===== src/rtl/uart_tx_fifo.sv =====
// UART transmitter with an input FIFO: configurable data width, optional parity,
// one or two stop bits, back-to-back frames while words are queued.
module uart_tx_fifo #(
  parameter int unsigned CLK_FREQ   = 50000000,
  parameter int unsigned BAUD_RATE  = 9600,
  parameter int unsigned DATA_BITS  = 8,
  parameter int unsigned PARITY     = 0,
  parameter int unsigned STOP_BITS  = 1,
  parameter int unsigned FIFO_DEPTH = 4
) (
  input  logic                               clk,
  input  logic                               rst,
  input  logic                               start_tx,
  input  logic [DATA_BITS-1:0]               data_tx,
  output logic                               tx_ready,
  output logic                               tx_busy,
  output logic                               tx_done,
  output logic [$clog2(FIFO_DEPTH+1)-1:0]    fifo_level,
  output logic                               tx_out
);

  localparam int unsigned DIV    = CLK_FREQ / BAUD_RATE;
  localparam int unsigned BAUD_W = $clog2(DIV);
  localparam int unsigned BIT_W  = 4;
  localparam int unsigned PTR_W  = $clog2(FIFO_DEPTH);
  localparam int unsigned LVL_W  = $clog2(FIFO_DEPTH + 1);

  typedef enum logic [2:0] {
    S_IDLE,
    S_START,
    S_DATA,
    S_PARITY,
    S_STOP
  } state_t;

  state_t               r_state;
  state_t               w_state_nxt;

  logic [BAUD_W-1:0]    r_baud_cnt;
  logic [BIT_W-1:0]     r_bit_cnt;
  logic [DATA_BITS-1:0] r_shift;
  logic [DATA_BITS-1:0] w_shift_nxt;
  logic                 r_parity;
  logic                 w_parity_nxt;

  logic [DATA_BITS-1:0] r_mem [FIFO_DEPTH];
  logic [PTR_W-1:0]     r_wr_ptr;
  logic [PTR_W-1:0]     r_rd_ptr;
  logic [LVL_W-1:0]     r_count;
  logic [LVL_W-1:0]     w_count_nxt;
  logic [DATA_BITS-1:0] w_head;

  logic                 r_tx_ready;
  logic                 r_tx_busy;
  logic                 r_tx_done;
  logic                 r_tx_out;
  logic                 w_tx_out_nxt;
  logic                 w_tx_busy_nxt;
  logic                 w_tx_done_nxt;

  logic                 w_tick;
  logic                 w_last_data;
  logic                 w_last_stop;
  logic                 w_empty;
  logic                 w_frame_end;
  logic                 w_pop;
  logic                 w_push;

  assign w_head      = r_mem[r_rd_ptr];
  assign w_tick      = (r_baud_cnt == BAUD_W'(DIV - 1));
  assign w_last_data = (r_bit_cnt == BIT_W'(DATA_BITS - 1));
  assign w_last_stop = (r_bit_cnt == BIT_W'(STOP_BITS - 1));
  assign w_empty     = (r_count == '0);
  assign w_frame_end = (r_state == S_STOP) && w_tick && w_last_stop;
  // A queued word is taken either from idle or on the last stop-bit clock.
  assign w_pop       = !w_empty && ((r_state == S_IDLE) || w_frame_end);
  // tx_ready is the registered pre-edge "not full", so a write while full is dropped.
  assign w_push      = start_tx && r_tx_ready;

  always_ff @(posedge clk or negedge rst) begin
    if (!rst) begin
      r_state <= S_IDLE;
    end else begin
      r_state <= w_state_nxt;
    end
  end

  always_comb begin
    w_state_nxt = r_state;
    case (r_state)
      S_IDLE: begin
        if (w_pop) begin
          w_state_nxt = S_START;
        end
      end
      S_START: begin
        if (w_tick) begin
          w_state_nxt = S_DATA;
        end
      end
      S_DATA: begin
        if (w_tick && w_last_data) begin
          w_state_nxt = (PARITY != 0) ? S_PARITY : S_STOP;
        end
      end
      S_PARITY: begin
        if (w_tick) begin
          w_state_nxt = S_STOP;
        end
      end
      S_STOP: begin
        if (w_frame_end) begin
          w_state_nxt = w_pop ? S_START : S_IDLE;
        end
      end
      default: begin
        w_state_nxt = S_IDLE;
      end
    endcase
  end

  // Next values of the line, status flags and shift register, registered below.
  always_comb begin
    w_shift_nxt   = r_shift;
    w_parity_nxt  = r_parity;
    w_tx_out_nxt  = 1'b1;
    w_tx_busy_nxt = (w_state_nxt != S_IDLE);
    w_tx_done_nxt = w_frame_end;
    if (w_pop) begin
      w_shift_nxt  = w_head;
      w_parity_nxt = (PARITY == 1) ? ~^w_head : ^w_head;
    end else if ((r_state == S_DATA) && w_tick) begin
      w_shift_nxt = r_shift >> 1;
    end
    case (w_state_nxt)
      S_START:  w_tx_out_nxt = 1'b0;
      S_DATA:   w_tx_out_nxt = w_shift_nxt[0];
      S_PARITY: w_tx_out_nxt = r_parity;
      default:  w_tx_out_nxt = 1'b1;
    endcase
  end

  always_ff @(posedge clk or negedge rst) begin
    if (!rst) begin
      r_shift   <= '0;
      r_parity  <= 1'b0;
      r_tx_out  <= 1'b1;
      r_tx_busy <= 1'b0;
      r_tx_done <= 1'b0;
    end else begin
      r_shift   <= w_shift_nxt;
      r_parity  <= w_parity_nxt;
      r_tx_out  <= w_tx_out_nxt;
      r_tx_busy <= w_tx_busy_nxt;
      r_tx_done <= w_tx_done_nxt;
    end
  end

  // Baud counter restarts at every bit boundary; bit counter indexes data or stop bits.
  always_ff @(posedge clk or negedge rst) begin
    if (!rst) begin
      r_baud_cnt <= '0;
      r_bit_cnt  <= '0;
    end else begin
      if (w_pop || (r_state == S_IDLE) || w_tick) begin
        r_baud_cnt <= '0;
      end else begin
        r_baud_cnt <= r_baud_cnt + BAUD_W'(1);
      end
      if (w_tick && ((r_state == S_DATA) || (r_state == S_STOP))) begin
        r_bit_cnt <= (w_state_nxt != r_state) ? '0 : r_bit_cnt + BIT_W'(1);
      end
    end
  end

  always_comb begin
    w_count_nxt = r_count;
    case ({w_push, w_pop})
      2'b10:   w_count_nxt = r_count + LVL_W'(1);
      2'b01:   w_count_nxt = r_count - LVL_W'(1);
      default: w_count_nxt = r_count;
    endcase
  end

  always_ff @(posedge clk or negedge rst) begin
    if (!rst) begin
      r_wr_ptr   <= '0;
      r_rd_ptr   <= '0;
      r_count    <= '0;
      r_tx_ready <= 1'b1;
    end else begin
      if (w_push) begin
        r_wr_ptr <= r_wr_ptr + PTR_W'(1);
      end
      if (w_pop) begin
        r_rd_ptr <= r_rd_ptr + PTR_W'(1);
      end
      r_count    <= w_count_nxt;
      r_tx_ready <= (w_count_nxt != LVL_W'(FIFO_DEPTH));
    end
  end

  // Storage needs no reset: the count alone defines which entries are valid.
  always_ff @(posedge clk) begin
    if (w_push) begin
      r_mem[r_wr_ptr] <= data_tx;
    end
  end

  assign tx_ready   = r_tx_ready;
  assign tx_busy    = r_tx_busy;
  assign tx_done    = r_tx_done;
  assign fifo_level = r_count;
  assign tx_out     = r_tx_out;

endmodule

===== config.mk =====
export PLATFORM = sky130hd
export DESIGN_NAME = uart_tx_fifo
export DESIGN_NICKNAME = d
export VERILOG_FILES = /design/src/rtl/uart_tx_fifo.sv
export SDC_FILE = /design/constraint.sdc
export NUM_CORES = 1
export LEC_CHECK = 0
export CORE_MARGIN = 4
export CORE_UTILIZATION = 38
export CTS_CLUSTER_DIAMETER = 120
export DETAILED_ROUTE_END_ITERATION = 6
export PLACE_DENSITY = 0.65
export SYNTH_ARGS = -nofsm -noshare
export SYNTH_HDL_FRONTEND = slang
export SYNTH_SLANG_ARGS = --single-unit

===== constraint.sdc =====
create_clock -name clk -period 4.5 [get_ports clk]
set_input_delay 0.9 -clock clk [delete_from_list [all_inputs] [get_ports clk]]
set_output_delay 0.9 -clock clk [all_outputs]
set_load 0.005 [all_outputs]

==> out/results.tsv <==
metric	value	unit
synth_mux_area_frac	0.0844	
worstReg2RegStart	r_bit_cnt[0]	
finalSetupViolations	0	
p_sw	0.674	mW
ys_warn_count	0	
reg2reg_slack	1.71	ns
post_cts_buffers	0	
postCtsHoldBufs	0	
multi_input_area	0.00121	mm2
fillers	750	
drt-met1-wl	2.34	mm
p_per_area	557	mW/mm2
clk_latency	0.34	ns
clockPowerShare	0.221	
hold_end	r_baud_cnt[0]	
crit_start	r_bit_cnt[0]	
tns	0	ns
fin_ws	1.71	ns
max-cap-violations	0	
status	complete, no violations	
ant_nets	0	
maxSlewViolCount	0	
wl_met3	227	um
drc	0	
p_leak	1.50	nW
syn_avg_cell_area	13.2	um2
design.core.area	0.00830	mm2
worst_pin_slew	0.945	ns
pwr-share-comb	0.298	
wl_per_cell	14.0	um
yosys.area_share.xor_xnor	0.0671	
die_h	101	um
synth_top_area_cell	edfxtp_1	
regArea	0.00196	mm2
whs_path_depth	1	
top_layer	met4	
reg2reg_to	tx_ready	
area_delta_synth_final	13.8	%
grt_max_degree	41	
finish.instance_area	0.00371	mm2
synth_seq_cells	72	
synth_compound_area_frac	0.0610	
fmax	358	MHz
yosysSeqAreaShare	0.602	
numCtsBuffers	9	
grt_pass1_vias	1969	
postSynthCellCount	247	
drive_above_1_share	0.136	
grt-ovfl-total	0	
ios	18	
cts_tree	done	
skew	0.00960	ns
avgViaCountPerCell	4.95	
async_reset_ff_frac	0.556	
crit_path_end_kind	flop	
rsz0062_at_grt	false	
cp.required	4.77	ns
slowest_delay	0.40	ns
peakVddDrop	0.000288	V
synth_common_cells	dfrtp_1, edfxtp_1, nor2_1	
antenna_cells	0	
p_sw_frac	0.326	
yosysMostFrequentCell	dfrtp_1	
cts_root_buffer	clkbuf_8	
fin_util	0.447	
synth_top_family_by_area	simple AND/OR/NAND/NOR gates	
synth_fp_nets	267	
relSlewSlack	0.366	
drt_wl_total	5.30	mm
hp-start	r_baud_cnt[0]	
vias	1870	
grt_pass1_wl	9.38	mm
syn_area	0.00326	mm2
dr.pass1.iters	5	
period_minus_slack	2.79	ns
grt_use_total	0.122	
place_congestion	0.743	
cts-resized-gates	0	
post-place-ws	1.70	ns
p_total	2.07	mW
hold_path_class	reg2reg	
antenna_found_initial	0	
cp_data_arrival_time	3.06	ns
placed_cell_area	0.00353	mm2
clock_sinks	72	
start_util	0.393	
die_w	101	um
synthAdderAreaFrac	0.0368	
ys.flop_type	dfrtp_1	
yosys-top-cells-area	edfxtp_1, dfrtp_1, mux4_2	
intPower	1.39	mW
criticalPathCategory	reg2reg	
yosysTopAreaCellShare	0.294	
hold_violations	0	
rows	33	
crit_path_max_fanout	21	
nets	288	
design.die.area	0.0101	mm2
fin_crit_sh	0.620	
io_buffers	17	
drt-initial-drc-count	88	
critPathLaunchType	flop	
synth_edf_count	32	
dpl.hpwl	3.70	mm
htree_levels	3	
met2_length	2.67	mm
synth-simple-area-share	0.121	
clk_path_buf_depth	2	
path_clk_slew	0.08	ns
reg2reg_depth	13	
cp_cell_sequence	inv_1, ha_1, nor3b_1, nand4_1, a21oi_1, buf_4, ha_1, inv_1, fa_1, xor2_1, nor2_1, xor2_1, nand2_1	
slowest_stage	dfrtp_1	
yosysUniqueCellTypes	43	
power_frac_seq	0.481	
-- per-stage QoR --
step / cells / hold WS (ns)
3_5_place_dp: 362 / 0.488
5_1_grt: 378 / 0.530
2_1_floorplan: 247 / 0.455
6_report: 378 / 0.494
3_3_place_gp: 362 / 0.468
4_1_cts: 378 / 0.498
-- kinds of logic after synthesis --
kind of cell | count (synthesis)
multiplexers | 17
AO/OA/AOI/OAI | 30
buffers and inverters | 22
AND/OR/NAND/NOR | 72
adder cells (fa/ha/maj) | 9
flip-flops | 72
XOR/XNOR | 25
-- state kept, by name, summed over array words and instances, names as in the netlist, 2 cells and up --
| name | count |
|---|---|
| r_shift | 8 |
| r_bit_cnt | 4 |
| r_wr_ptr | 2 |
| r_mem | 32 |
| r_baud_cnt | 13 |
| r_rd_ptr | 2 |
| r_state | 3 |
| fifo_level | 3 |
-- metal layers --
metal | GRT usage | vias up
li1 | - | 921
met1 | 0.145 | 918
met2 | 0.203 | 25
met3 | 0.0498 | 6
met4 | 0.0373 | 0
met5 | 0 | -
-- worst max-delay path, delay by kind of cell, from the launching register on --
family,cells,cell delay (ns)
XOR/XNOR,2,0.35
adder cells (fa/ha/maj),3,0.71
AO/OA/AOI/OAI,1,0.18
AND/OR/NAND/NOR,4,0.68
buffers and inverters,3,0.40
flip-flops,1,0.40
-- worst max path at each step --
stage	endpoint	slack, ns
3_5_place_dp	tx_ready	1.70
2_1_floorplan	tx_ready	1.67
4_1_cts	tx_ready	1.67
6_report	tx_ready	1.71
3_3_place_gp	tx_ready	1.76
5_1_grt	tx_ready	1.39
-- cells in the final DEF, fill, tap and decap left out, drive strengths merged, types with 9 or more instances in the layout --
cell	count
clkbuf	9
clkdlybuf4s50	16
dfrtp	38
edfxtp	32
inv	17
nand2	18
nor2	23
o21ai	9
xnor2	15
xor2	10
-- power groups by stage --
stage	Clock [mW]	Sequential, mW	Combinational, mW
floorplan	0	0.939	0.521
global placement	0	1.00	0.625
detailed placement	0	1.01	0.632
CTS	0.471	0.999	0.635
global route	0.507	1.02	0.698
finish	0.457	0.994	0.617
-- area by class of cell --
cell class              count  area share
clock buffers               9      0.0334
repair buffers             18      0.0465
multi-input cells         153       0.327
clock inverters             7      0.0145
well taps                 105      0.0354
inverters                  14      0.0142
flip-flops and latches     72       0.529
(Power assumes the default switching activity.)
